--- config.mk ---
export PLATFORM = sky130hd
export DESIGN_NAME = serial_add_ctrl_flat
export DESIGN_NICKNAME = d
export VERILOG_FILES = /design/src/rtl/serial_add_ctrl_pkg.sv /design/src/rtl/serial_add_ctrl_if.sv /design/src/rtl/serial_add_ctrl_fa.sv /design/src/rtl/serial_add_ctrl.sv /design/src/flat_wrapper.sv
export SDC_FILE = /design/constraint.sdc
export NUM_CORES = 1
export LEC_CHECK = 0
export ABC_AREA = 1
export BUFFER_PORTS_ARGS = -buffer_cell sky130_fd_sc_hd__clkbuf_2
export CAP_MARGIN = 20
export CORE_MARGIN = 2
export CORE_UTILIZATION = 35
export CTS_BUF_LIST = sky130_fd_sc_hd__clkbuf_4 sky130_fd_sc_hd__clkbuf_8
export CTS_CLUSTER_DIAMETER = 40
export DETAILED_ROUTE_END_ITERATION = 8
export SYNTH_ARGS = -nofsm -noshare
export SYNTH_HDL_FRONTEND = slang
export SYNTH_SLANG_ARGS = --single-unit
--- constraint.sdc ---
create_clock -name clk -period 1.7 [get_ports clk]
set_clock_uncertainty 0.15 [all_clocks]
set_input_delay 0.17 -clock clk [delete_from_list [all_inputs] [get_ports clk]]
set_output_delay 0.17 -clock clk [all_outputs]
set_load 0.01 [all_outputs]
--- src/rtl/serial_add_ctrl_pkg.sv ---
// Shared types and constants for the bit-serial adder controller.
// Holds the FSM state encoding and the default operand width.
package serial_add_ctrl_pkg;

  localparam int DEF_WIDTH = 8;

  typedef enum logic [1:0] {
    IDLE = 2'd0,
    RUN  = 2'd1,
    DONE = 2'd2
  } state_e;

endpackage

--- src/rtl/serial_add_ctrl_if.sv ---
// Request/result bundle between a consumer and serial_add_ctrl.
// The consumer owns the master side, the controller the slave side.
interface serial_add_ctrl_if
  import serial_add_ctrl_pkg::*;
#(
  parameter int WIDTH = DEF_WIDTH
);

  logic             start;
  logic [WIDTH-1:0] a_in;
  logic [WIDTH-1:0] b_in;
  logic             c_in;
  logic             abort;
  logic             ack;
  logic             busy;
  logic             done;
  logic [WIDTH-1:0] sum_out;
  logic             c_out;

  modport master (
    output start, a_in, b_in, c_in,
    output abort, ack,
    input  busy, done, sum_out, c_out
  );

  modport slave (
    input  start, a_in, b_in, c_in,
    input  abort, ack,
    output busy, done, sum_out, c_out
  );

endinterface

--- src/rtl/serial_add_ctrl_fa.sv ---
// Half-adder based 1-bit full adder cell.
// Two half adders chained, carries merged with an OR.
module halfadder (
  input  logic a_i,
  input  logic b_i,
  output logic s_o,
  output logic c_o
);

  assign s_o = a_i ^ b_i;
  assign c_o = a_i & b_i;

endmodule

module fulladder (
  input  logic a_i,
  input  logic b_i,
  input  logic c_i,
  output logic s_o,
  output logic c_o
);

  logic s1;
  logic c1;
  logic c2;

  halfadder u_ha0 (
    .a_i (a_i),
    .b_i (b_i),
    .s_o (s1),
    .c_o (c1)
  );

  halfadder u_ha1 (
    .a_i (s1),
    .b_i (c_i),
    .s_o (s_o),
    .c_o (c2)
  );

  assign c_o = c1 | c2;

endmodule

--- src/rtl/serial_add_ctrl.sv ---
// Bit-serial adder: LSB first, one bit per clock through a
// single full-adder cell, with start/abort/ack control FSM.
module serial_add_ctrl
  import serial_add_ctrl_pkg::*;
#(
  parameter int WIDTH = DEF_WIDTH
) (
  input  logic            clk,
  input  logic            rst,
  serial_add_ctrl_if.slave bus
);

  localparam int CW = (WIDTH > 1) ? $clog2(WIDTH) : 1;
  localparam logic [CW-1:0] LAST = CW'(WIDTH - 1);

  state_e           state_q;
  logic [WIDTH-1:0] a_q;
  logic [WIDTH-1:0] b_q;
  logic [WIDTH-1:0] sum_q;
  logic             cy_q;
  logic [CW-1:0]    cnt_q;
  logic             busy_q;
  logic             done_q;

  logic fa_s;
  logic fa_c;

  fulladder u_fa (
    .a_i (a_q[0]),
    .b_i (b_q[0]),
    .c_i (cy_q),
    .s_o (fa_s),
    .c_o (fa_c)
  );

  // cy_q doubles as the carry-out once the last bit is processed
  always_ff @(posedge clk or posedge rst) begin
    if (rst) begin
      state_q <= IDLE;
      a_q     <= '0;
      b_q     <= '0;
      sum_q   <= '0;
      cy_q    <= 1'b0;
      cnt_q   <= '0;
      busy_q  <= 1'b0;
      done_q  <= 1'b0;
    end else begin
      unique case (state_q)
        IDLE: begin
          if (bus.start) begin
            a_q     <= bus.a_in;
            b_q     <= bus.b_in;
            cy_q    <= bus.c_in;
            cnt_q   <= '0;
            busy_q  <= 1'b1;
            state_q <= RUN;
          end
        end
        RUN: begin
          if (bus.abort) begin
            busy_q  <= 1'b0;
            state_q <= IDLE;
          end else begin
            a_q   <= a_q >> 1;
            b_q   <= b_q >> 1;
            sum_q <= {fa_s, sum_q[WIDTH-1:1]};
            cy_q  <= fa_c;
            cnt_q <= cnt_q + CW'(1);
            if (cnt_q == LAST) begin
              busy_q  <= 1'b0;
              done_q  <= 1'b1;
              state_q <= DONE;
            end
          end
        end
        DONE: begin
          if (bus.ack) begin
            done_q  <= 1'b0;
            state_q <= IDLE;
          end
        end
        default: begin
          busy_q  <= 1'b0;
          done_q  <= 1'b0;
          state_q <= IDLE;
        end
      endcase
    end
  end

  assign bus.busy    = busy_q;
  assign bus.done    = done_q;
  assign bus.sum_out = sum_q;
  assign bus.c_out   = cy_q;

endmodule

--- src/flat_wrapper.sv ---
// flat-port wrapper written by rule: the top's interface ports become plain ports
module serial_add_ctrl_flat import serial_add_ctrl_pkg::*;
#(
  parameter int WIDTH = DEF_WIDTH
)
  (clk, rst, bus_start, bus_a_in, bus_b_in, bus_c_in, bus_abort, bus_ack, bus_busy, bus_done, bus_sum_out, bus_c_out);
  serial_add_ctrl_if #(.WIDTH(WIDTH)) bus_i ();
  input  logic clk;
  input  logic rst;
  input wire logic [$bits(bus_i.start)-1:0] bus_start;
  input wire logic [$bits(bus_i.a_in)-1:0] bus_a_in;
  input wire logic [$bits(bus_i.b_in)-1:0] bus_b_in;
  input wire logic [$bits(bus_i.c_in)-1:0] bus_c_in;
  input wire logic [$bits(bus_i.abort)-1:0] bus_abort;
  input wire logic [$bits(bus_i.ack)-1:0] bus_ack;
  output wire logic [$bits(bus_i.busy)-1:0] bus_busy;
  output wire logic [$bits(bus_i.done)-1:0] bus_done;
  output wire logic [$bits(bus_i.sum_out)-1:0] bus_sum_out;
  output wire logic [$bits(bus_i.c_out)-1:0] bus_c_out;
  assign bus_i.start = bus_start;
  assign bus_i.a_in = bus_a_in;
  assign bus_i.b_in = bus_b_in;
  assign bus_i.c_in = bus_c_in;
  assign bus_i.abort = bus_abort;
  assign bus_i.ack = bus_ack;
  assign bus_busy = bus_i.busy;
  assign bus_done = bus_i.done;
  assign bus_sum_out = bus_i.sum_out;
  assign bus_c_out = bus_i.c_out;
  serial_add_ctrl #(.WIDTH(WIDTH)) u_core (.clk(clk), .rst(rst), .bus(bus_i));
endmodule
# Word-level counts from Yosys, hierarchy flattened
# Cells that the tools add are included.
[classes]
n_eq_ne = 8
add_sub_neg = 1
reduce_logical = 7
bitwise_logic = 8
n_mux = 25
[ops]
columns = ["operator", "count"]
rows = [
  ["$mux W8", 4],
  ["$pmux W8 S2", 2],
  ["$reduce_and A3 Y1", 3],
  ["$mux W1", 8],
  ["$mux W2", 4],
  ["$mux W3", 2],
  ["$ne A2 B2 Y1 const B", 3],
  ["$pmux W1 S3", 2],
  ["$pmux W2 S3", 1],
  ["$pmux W3 S2", 1],
  ["$reduce_and A4 Y1", 1],
  ["$add A3 B1 Y3 const B", 1],
  ["$eq A3 B3 Y1 const B", 1],
  ["$ne A3 B2 Y1 const B", 1],
  ["$not A1 Y1", 3],
  ["$and A1 B1 Y1", 2],
  ["$eq A2 B1 Y1 const B", 1],
  ["$eq A2 B2 Y1 const B", 1],
  ["$logic_not A2 Y1", 1],
  ["$ne A2 B1 Y1 const B", 1],
  ["$pmux W1 S2", 1],
  ["$reduce_and A2 Y1", 1],
  ["$reduce_bool A2 Y1", 1],
  ["$xor A1 B1 Y1", 2],
  ["$or A1 B1 Y1", 1],
]
[totals]
elab_cells = 57
ff_bits = 32
out_inout_bits = 11
inputBits = 22

# Logic depth before layout (Yosys ltp)
# Gate-level depths: netlist of run 1.
[logic_depth]
depth_word = 5
ltp_mapped = 7
depth_no_buf = 7

# By module
# Synthesis of run 1 repeated with hierarchy kept, for this count alone.
[unflattened]
hier_cells = 196
hier_area_um2 = 1565.3
[by_module_without_submodules]
columns = ["mod", "n_inst", "cells_per_inst", "area_per_inst_um2"]
rows = [
  ["serial_add_ctrl", 1, 191, 1529.0],
  ["halfadder", 2, 1, 12.5],
  ["fulladder", 1, 3, 11.3],
]

# Worst setup path after synthesis of run 1
# No wires, ideal clock.
[synth_timing]
path_type = "flip-flop to flip-flop"
from = "reg u_core.cy_q, in the netlist u_core.bus.c_out"
to = "reg u_core.cy_q, in the netlist u_core.bus.c_out"
required_ns = 1.433
period_less_slack_ns = 1.287
arrival_ns = 1.020
n_path_buf = 0
path_slack_ns = 0.413
stages_incl_launch_ff = 6
cell_sequence = "dfrtp_1 fa_1 nand2_1 nand2_1 nand2_1 nand2_1"
[synth_between]
elab_chain_cells = 4
[synth_rtl]
columns = ["element", "line", "rtl"]
rows = [
  ["start: declaration", "serial_add_ctrl.sv:20", "logic cy_q;"],
  ["start signal: assignment", "serial_add_ctrl.sv:53", "cy_q <= bus.c_in;"],
  ["$and A1 B1 Y1", "serial_add_ctrl_fa.sv:11", "assign c_o = a_i & b_i;"],
  ["$or A1 B1 Y1", "serial_add_ctrl_fa.sv:41", "assign c_o = c1 | c2;"],
  ["$mux W1", "serial_add_ctrl.sv:60", "if (bus.abort) begin"],
  ["$pmux W1 S2", "serial_add_ctrl.sv:48", "unique case (state_q)"],
]
# Every way passes these cells. The select of a mux whose other input is x is not followed.
# A chain may end at the register's enable or synchronous reset.

# Worst setup path in the final report of run 1
[layout_timing]
from = "reg u_core.state_q[0]"
to = "reg u_core.b_q[2]"
[layout_between]
elab_chain_cells = 3
elab_cells_between_ends = 7
cone_classes = "eq/ne: 3; mux: 1; reduce/logical: 3"
[layout_rtl]
columns = ["element", "line", "rtl"]
rows = [
  ["start: declaration", "serial_add_ctrl.sv:16", "state_e state_q;"],
  ["start signal: assignment", "serial_add_ctrl.sv:39", "state_q <= IDLE;"],
  ["start signal: assignment", "serial_add_ctrl.sv:56", "state_q <= RUN;"],
  ["start signal: assignment", "serial_add_ctrl.sv:62", "state_q <= IDLE;"],
  ["$eq A2 B1 Y1 / $logic_not A2 Y1 (equally long branches)", "serial_add_ctrl.sv:48", ""],
  ["$ne A2 B2 Y1 (no source line) / $reduce_bool A2 Y1 (equally long branches)", "--", ""],
  ["$reduce_and A3 Y1 (no source line)", "--", ""],
  ["end signal: assignment", "serial_add_ctrl.sv:52", "b_q <= bus.b_in;"],
  ["end signal: assignment", "serial_add_ctrl.sv:65", "b_q <= b_q >> 1;"],
  ["end: declaration", "serial_add_ctrl.sv:18", "logic [WIDTH-1:0] b_q;"],
]
# Several ways; a longest one is shown, not always the timed one.

==> qor.csv, run 1 <==
stage,metric,value,unit
run_status,status,"complete, no violations",
detailed_routing,wirelength,3.141,mm
floorplanning,die_h,71.86,um
clock_network,cts_root_buf,clkbuf_8,
power,finalPower,2.518,mW
timing,clock.fmax,682.9,MHz
detailed_routing,dr.pass1.iters,4,
layout,antenna_cells,0,
layout,fillers,451,
power,cellLeakagePower,1.105,nW
yosys,yosys_warnings,0,
clock_network,htreeDepth,2,
layout,final_cell_mix,"nand2_1, clkbuf_2, dfrtp_1",
worst_setup_path,end_kind,flop,
placed_design,post_dp_cell_area,1812,um^2
detailed_routing,drc_errors,0,
floorplanning,die_area,5163,um^2
yosys,synth_area_leaders,"dfrtp_1, nand2_1, nand3_2, nand3_1, buf_6",
clock_network,cts_sinks,32,
floorplanning,die_width,71.86,um
hold_path,holdCritPathClass,in -> reg,
worst_setup_path,crit_arrival,1480,ps
run,maxCapViolations,0,
layout,final_nets,257,
worst_setup_path,start_kind,flop,
worst_setup_path,crit_type,reg -> reg,
yosys,synth_top_area_cell,dfrtp_1,
yosys,yosysSeqAreaShare,0.4969,
timing,setup_slack,235.6,ps
timing,relSlewSlack,0.7258,
timing,fin_crit_sh,0.8614,
clock_network,clkTransAtPathRegs,60,ps
yosys,syn-cell-area,1612,um^2
clock_network,cts_buffers,5,
floorplanning,io-pin-count,33,
placed_design,io_buffers,32,
timing,grt_setup_unrepaired,false,
yosys,synth_cells,192,
global_routing,grt_antenna_before_repair,0,
layout,area_delta_synth_final,20.26,%
placed_design,place_ws,241.6,ps
clock_network,clkLatencyLatePin,280,ps
worst_setup_path,required,1720,ps
clock_network,cts_max_path_buffers,2,
layout,final_util,0.4421,
timing,fin_crit,1464,ps
detailed_routing,postRouteAntennaNets,0,
global_routing,grt_start_max_net_pins,33,
layout,layout_commonest_cell,nand2_1,
detailed_routing,avgViaCountPerCell,4.479,
global_routing,grt_pass1_vias,1283,
timing,finalSetupTns,0,ps
detailed_routing,vias,1272,
global_routing,grt-ovfl-total,0,
power,peakVddDrop,0.0005194,V
worst_setup_path,crit_fanout,10,
timing,worst_pin_slew,411.3,ps
yosys,synth_top_area_frac,0.4969,
placed_design,dpl.hpwl,2.118,mm
floorplanning,core,4384,um^2
floorplanning,initial_utilization,0.3676,
timing,final-hold-violation-count,0,
yosys,synth_seq_cells,32,
floorplanning,row_count,24,
yosys,postSynthAreaPerCell,8.393,um^2
placed_design,gp_congestion,0.7350,
timing,final_max_slew_viol_count,0,
timing,finalSetupViolations,0,
yosys,synthDistinctLibCells,20,
clock_network,cts_tree,yes,
global_routing,grt_pass1_wl,5.568,mm
global_routing,track_usage,0.1385,
detailed_routing,routedWlPerCell,11.06,um
detailed_routing,drtIter0Drc,49,
yosys,syn-num-nets,217,
layout,layout-drive-gt1-share,0.2759,
power,power_per_cell_area,1299,nW/um^2
layout,post-route-cell-area,1938,um^2
power by group:
group          internal [mW]  switching, mW  total, mW
Combinational          0.307          0.418      0.725
Sequential              1.01          0.167       1.17
Clock                  0.360          0.260      0.620
state kept, by name, indices dropped and copies added, names as in the netlist:
| name | count |
|---|---|
| u_core.bus.sum_out | 8 |
| u_core.cnt_q | 3 |
| u_core.bus.c_out | 1 |
| u_core.state_q | 2 |
| u_core.b_q | 8 |
| u_core.a_q | 8 |
| u_core.bus.busy | 1 |
| u_core.bus.done | 1 |
worst max-delay path, stage by stage (launching register included):
cell	delay (ps)
dfrtp_1	430
inv_2	130
nand3_2	240
buf_4	270
nand3_2	80
nand2_1	50
Yosys cell counts, drive strengths merged:
cell type,instances
o21bai,1
buf,9
nor2,3
ha,2
nand2,105
a21oi,1
nand3,20
o21ai,7
dfrtp,32
fa,1
inv,10
nor3,1
area by class of cell:
type                       instances  area (um^2)  area share
inverter                          10        37.54     0.01937
sequential                        32        800.8      0.4132
tap                               52        65.06     0.03357
clock buffer                       7        96.34     0.04971
multi-input combinational        141        695.7      0.3589
timing repair buffer              42        242.7      0.1252
worst paths after layout:
path	startpoint	endpoint	slack (ps)	cells past startpoint
worst max-delay path	u_core.state_q[0]$_DFFE_PP0P_	u_core.b_q[2]$_DFFE_PP0P_	240	5
worst min register to register	u_core.bus.busy$_DFFE_PP0P_	u_core.bus.busy$_DFFE_PP0P_	330	2
worst max register to register	u_core.state_q[0]$_DFFE_PP0P_	u_core.b_q[2]$_DFFE_PP0P_	240	5
min in group asynchronous	rst	u_core.a_q[2]$_DFFE_PP0P_	360	4
max in group asynchronous	rst	u_core.b_q[5]$_DFFE_PP0P_	750	4
worst min-delay path	bus_a_in[3]	u_core.a_q[3]$_DFFE_PP0P_	30	5
stage by stage:
stage | hold WS (ps) | std cells
2_1_floorplan | 136.2 | 192
3_3_place_gp | 114.6 | 274
3_5_place_dp | 119.4 | 274
4_1_cts | 20.62 | 284
5_1_grt | 61.90 | 284
6_report | 27.54 | 284
timing repair:
item	4_1_cts	5_1_grt
setup buffers	0	0
endpoints found under the hold margin	34	0
resized for setup	0	0
hold buffers	3	0
routing by layer:
metal / wire (um) / global-route usage
met1: 1545 / 0.1784
met2: 1367 / 0.2191
met3: 183 / 0.04360
met4: 44 / 0.05031
met5: 0 / 0
cell families (layout without fill, tap and decap cells):
family                   count (synthesis)  after routing  synth area share
AND/OR/NAND/NOR                        129            129            0.3719
flip-flops                              32             32            0.4969
buffers and inverters                   19             59           0.07143
AO/OA/AOI/OAI                            9              9           0.03183
adder cells (fa/ha/maj)                  3              3           0.02795
Power figures use the tool's default switching activity.
==> inputs of run 2 (changes only) <==
- HOLD_SLACK_MARGIN: default -> 0.15
==> run 2 against run 1 <==
Setup slack improved by 9.2 ps. Non-clock buffer count rose by 18. First-iteration DRC count rose by 6.1%. Critical path type unchanged. Largest power group unchanged.
==> qor.csv, run 2 (synthesized netlist as in run 1, its figures left out) <==
stage,metric,value,unit,change
worst_setup_path,r2r-end,u_core.b_q[2]$_DFFE_PP0P_,,
worst_setup_path,crit_fanout,10,,unchanged
timing,final-hold-violation-count,0,,unchanged
global_routing,grt_antenna_before_repair,0,,unchanged
timing,worst_pin_slew,409.5,ps,-1.889 ps
detailed_routing,postRouteAntennaNets,0,,unchanged
timing,finalSetupViolations,0,,unchanged
timing,fin_crit,1455,ps,-9.243 ps
layout,antenna_cells,0,,unchanged
worst_setup_path,startpoint,u_core.state_q[0]$_DFFE_PP0P_,,
layout,layout_commonest_cell,nand2_1,,
worst_setup_path,endpoint,u_core.b_q[2]$_DFFE_PP0P_,,
placed_design,dpl.hpwl,2.118,mm,unchanged
clock_network,clkLatencyLatePin,280,ps,about the same
power,power_per_cell_area,1206,nW/um^2,-7.2%
floorplanning,row_count,24,,unchanged
floorplanning,core,4384,um^2,unchanged
clock_network,post-cts-setup-buffer-count,0,,unchanged
worst_setup_path,rr_worst_depth,5,,unchanged
power,peakVddDrop,0.0005316,V,+2.3%
layout,final_cell_mix,"nand2_1, clkbuf_2, dfrtp_1",,
detailed_routing,avgViaCountPerCell,4.490,,+0.25%
clock_network,cts_root_buf,clkbuf_8,,
detailed_routing,drtIter0Drc,52,,+6.1%
clock_network,cts_resized,0,,unchanged
clock_network,cts_tree,yes,,
floorplanning,die_width,71.86,um,unchanged
global_routing,grt_pass1_wl,5.920,mm,+6.3%
timing,finalSetupTns,0,ps,unchanged
floorplanning,initial_utilization,0.3676,,unchanged
clock_network,clkTransAtPathRegs,60,ps,about the same
layout,post-route-cell-area,2118,um^2,+9.3%
layout,layout-drive-gt1-share,0.2560,,-0.01986
timing,clock.fmax,687.2,MHz,+0.64%
hold_path,holdCritPathClass,reg -> reg,,
timing,grt_setup_unrepaired,false,,
global_routing,grt-ovfl-total,0,,unchanged
worst_setup_path,required,1720,ps,about the same
floorplanning,die_h,71.86,um,unchanged
placed_design,io_buffers,32,,unchanged
clock_network,cts_sinks,32,,unchanged
global_routing,grt_pass1_vias,1408,,+9.7%
worst_setup_path,rrSetupSlack,240,ps,about the same
power,cellLeakagePower,1.180,nW,+6.8%
timing,hold_slack,330.2,ps,+302.7 ps
worst_setup_path,end_kind,flop,,
placed_design,post_dp_cell_area,1812,um^2,unchanged
global_routing,track_usage,0.1462,,+0.007692
placed_design,gp_congestion,0.7350,,unchanged
worst_setup_path,start_kind,flop,,
worst_setup_path,rr_startpoint,u_core.state_q[0]$_DFFE_PP0P_,,
clock_network,htreeDepth,2,,unchanged
floorplanning,die_area,5163,um^2,unchanged
worst_setup_path,crit_type,reg -> reg,,
worst_setup_path,crit_arrival,1470,ps,about the same
detailed_routing,routedWlPerCell,10.85,um,-1.9%
run_status,status,"complete, no violations",,
run,maxCapViolations,0,,unchanged
timing,relSlewSlack,0.7270,,+0.001259
detailed_routing,wirelength,3.278,mm,+4.4%
layout,area_delta_synth_final,31.44,%,
layout,final_nets,275,,+7.0%
global_routing,grt_start_max_net_pins,33,,unchanged
detailed_routing,drc_errors,0,,unchanged
floorplanning,io-pin-count,33,,unchanged
timing,fin_crit_sh,0.8560,,-0.005437
detailed_routing,dr.pass1.iters,4,,unchanged
clock_network,cts_max_path_buffers,2,,unchanged
timing,final_max_slew_viol_count,0,,unchanged
clock_network,cts_buffers,5,,unchanged
detailed_routing,vias,1356,,+6.6%
-- run 2: repair_timing --
action                                  CTS  global route
hold buffers                             21             0
endpoints found under the setup margin    0             0
endpoints found under the hold margin    53             0
-- run 2: how the worst min path moves through the flow --
stage	from	end	slack, ps	cells after the start
2_1_floorplan	rst	u_core.a_q[0]$_DFFE_PP0P_	140	1
3_3_place_gp	rst	u_core.bus.sum_out[7]$_DFFE_PP0P_	110	3
3_5_place_dp	rst	u_core.bus.sum_out[6]$_DFFE_PP0P_	120	3
4_1_cts	u_core.bus.busy$_DFFE_PP0P_	u_core.bus.busy$_DFFE_PP0P_	340	2
5_1_grt	u_core.cnt_q[0]$_DFFE_PP0P_	u_core.cnt_q[0]$_DFFE_PP0P_	380	1
6_report	u_core.bus.busy$_DFFE_PP0P_	u_core.bus.busy$_DFFE_PP0P_	330	2
-- run 2: metal layers --
metal | routed length (um) | vias to the layer above | track usage | part of all wire
met2 | 1494 | 33 | 0.2438 | 0.46
li1 | - | 707 | - | -
met5 | 0 | - | 0 | 0
met4 | 44 | 0 | 0.05031 | 0.013
met3 | 152 | 5 | 0.04079 | 0.046
met1 | 1586 | 611 | 0.1820 | 0.48
-- run 2: critical path, cell delays in order (launching register included) --
cell	delay (ps)
dfrtp_1	430
inv_2	130
nand3_2	240
buf_4	270
nand3_2	80
nand2_1	50
-- run 2: through the flow --
stage	cells	setup WS [ps]	util	total power [mW]
after floorplan	192	413.0	-	1.685
after global placement	274	254.1	0.4132	1.910
after detailed placement	274	241.6	0.4132	1.923
after CTS	302	228.0	0.4832	2.598
after global routing	302	131.8	0.4832	2.757
final	302	244.9	0.4832	2.554
-- run 2: final cells by class --
| cell class | instances | area [um^2] |
|---|---|---|
| clock buffers | 7 | 96.34 |
| fillers | 436 | 2266 |
| inverters | 10 | 37.54 |
| multi-input cells | 141 | 695.7 |
| flip-flops and latches | 32 | 800.8 |
| well taps | 52 | 65.06 |
| repair buffers | 60 | 422.9 |
-- run 2: report_power, final --
part / switching (mW) / leakage [nW] / internal, mW
combinational: 0.425 / 0.719 / 0.334
clock: 0.261 / 0.0503 / 0.360
sequential: 0.168 / 0.410 / 1.01
total: 0.854 / 1.18 / 1.70
==> inputs of run 3 (changes only) <==
- clock period: 1.7 -> 1.35 ns (I/O delays scaled with it)
==> run 3 against run 2 <==
Fmax is 13% higher. First-iteration DRC count is 50% lower. Combinational power is 40% higher. Critical path depth is 1 higher. Die area stayed put. Clock power is 27% higher. Routed wire length is 2.9% higher. Hold slack worse by 150 ps. Non-clock buffer count is 8 higher. Setup slack worse by 180 ps.
==> qor.csv, run 3 (synthesized netlist as in run 1, its figures left out) <==
stage,metric,value,unit,change
layout,final_cells,311,,+3.0%
run_status,status,"complete, no violations",,
detailed_routing,drc_errors,0,,unchanged
timing,hold_slack,177.1,ps,-153.1 ps
power,cellLeakagePower,1.229,nW,+4.1%
global_routing,grt-ovfl-total,0,,unchanged
global_routing,grt_antenna_before_repair,0,,unchanged
detailed_routing,vias,1376,,+1.5%
placed_design,io_buffers,32,,unchanged
timing,final-hold-violation-count,0,,unchanged
global_routing,grt_pass1_vias,1334,,-5.3%
clock_network,cts_max_path_buffers,2,,unchanged
worst_setup_path,crit_type,reg -> reg,,
worst_setup_path,cpMaxStageDelayCell,dfrtp_2,,
timing,finalSetupTns,0,ps,unchanged
timing,relSlewSlack,0.7286,,+0.001595
layout,antenna_cells,0,,unchanged
clock_network,clkLatencyLatePin,280,ps,about the same
clock_network,cts_root_buf,clkbuf_8,,
detailed_routing,drtIter0Drc,26,,-50%
run,maxCapViolations,0,,unchanged
timing,fin_crit_sh,0.9549,,+0.09894
placed_design,place_inst,278,,+1.5%
layout,final_nets,284,,+3.3%
worst_setup_path,max_stage_delay,440,ps,about the same
timing,final_max_slew_viol_count,0,,unchanged
hold_path,holdCritPathClass,in -> reg,,
placed_design,dpl.hpwl,2.134,mm,+0.76%
detailed_routing,avgViaCountPerCell,4.424,,-1.5%
layout,area_delta_synth_final,38.66,%,
floorplanning,row_count,24,,unchanged
floorplanning,die_area,5163,um^2,unchanged
power,finalPower,3.318,mW,+30%
worst_setup_path,crit_arrival,1310,ps,-160 ps
placed_design,gp_congestion,0.8099,,+10%
detailed_routing,dr.pass1.iters,4,,unchanged
power,power_per_cell_area,1485,nW/um^2,+23%
global_routing,track_usage,0.1421,,-0.004058
timing,fin_crit,1289,ps,-166.0 ps
worst_setup_path,end_kind,flop,,
timing,finalSetupViolations,0,,unchanged
worst_setup_path,crit_fanout,12,,+2
detailed_routing,wirelength,3.372,mm,+2.9%
worst_setup_path,required,1370,ps,-350 ps
worst_setup_path,worstPathCellList,inv_4 -> nand3_2 -> buf_4 -> inv_1 -> nand2_1 -> o21ai_0,,
timing,worst_pin_slew,407.1,ps,-2.392 ps
layout,layout_commonest_cell,nand2_1,,
clock_network,cts_buffers,5,,unchanged
floorplanning,core,4384,um^2,unchanged
detailed_routing,routedWlPerCell,10.84,um,-0.11%
clock_network,cts_sinks,32,,unchanged
global_routing,grt_start_max_net_pins,33,,unchanged
global_routing,grt_pass1_wl,5.616,mm,-5.1%
clock_network,htreeDepth,2,,unchanged
floorplanning,die_h,71.86,um,unchanged
floorplanning,die_width,71.86,um,unchanged
timing,grt_setup_unrepaired,true,,
timing,clock.fmax,775.7,MHz,+13%
power,peakVddDrop,0.0007762,V,+46%
clock_network,cts_tree,yes,,
layout,final_cell_mix,"nand2_1, clkbuf_2, dfrtp_1",,
layout,layout-drive-gt1-share,0.3089,,+0.05288
floorplanning,initial_utilization,0.3676,,unchanged
floorplanning,io-pin-count,33,,unchanged
detailed_routing,postRouteAntennaNets,0,,unchanged
worst_setup_path,start_kind,flop,,
clock_network,clkTransAtPathRegs,60,ps,about the same
run 3: changes by cell type in the layout (fill, tap and decap cells not counted), moves of 2 or more:
cell,delta
ha_1,-2
ha_2,+2
inv_1,-2
buf_4,+6
run 3: stage by stage:
| step | utilization | setup WS (ps) | area (um^2) |
|---|---|---|---|
| after floorplan | - | 62.97 | 1612 |
| after global placement | 0.4229 | 30.42 | 1854 |
| after detailed placement | 0.4229 | 12.76 | 1854 |
| after CTS | 0.4906 | 2.494 | 2151 |
| after global routing | 0.5097 | -2.819 | 2235 |
| final | 0.5097 | 60.87 | 2235 |
run 3: timing repair:
action                                  CTS  global route
endpoints found under the setup margin    0            29
hold buffers                             20             0
resized for setup                         0             9
setup buffers                             0             4
endpoints found under the hold margin    62             0
run 3: per-layer routing:
layer,track usage,share of wire,wire length [um],vias up
met1,0.1725,0.48,1620,610
li1,-,-,-,728
met2,0.2284,0.45,1523,31
met4,0.07547,0.021,71,0
met5,0,0,0,-
met3,0.04079,0.046,156,7
run 3: power breakdown:
group          switching, mW  internal [mW]  leakage, nW
Combinational          0.564          0.497        0.770
Clock                  0.334          0.453       0.0503
Sequential             0.203           1.27        0.409
run 3: critical path: cells and delay by family (launching register included):
kind / cells / cell delay (ps)
DFF: 1 / 440
AOI/OAI and AO/OA: 1 / 60
and+or+nand+nor: 2 / 150
buffers and inverters: 3 / 360
run 3: final timing paths:
kind / startpoint / end / slack (ps) / cells after the start
max: u_core.state_q[1]$_DFFE_PP0P_ / u_core.b_q[7]$_DFFE_PP0P_ / 60 / 6
min: bus_start / u_core.bus.busy$_DFFE_PP0P_ / 180 / 4
max reg2reg: u_core.state_q[1]$_DFFE_PP0P_ / u_core.b_q[7]$_DFFE_PP0P_ / 60 / 6
min reg2reg: u_core.bus.busy$_DFFE_PP0P_ / u_core.bus.busy$_DFFE_PP0P_ / 330 / 2
max in group asynchronous: rst / u_core.state_q[1]$_DFFE_PP0P_ / 420 / 4
min in group asynchronous: rst / u_core.a_q[2]$_DFFE_PP0P_ / 310 / 4
run 3: cell type report:
cell class / instances / area [um^2]
timing repair buffer: 68 / 514.2
clock buffer: 7 / 96.34
fill: 436 / 2150
inverter: 10 / 40.04
multi-input combinational: 142 / 716.9
tap: 52 / 65.06
sequential: 32 / 802.0
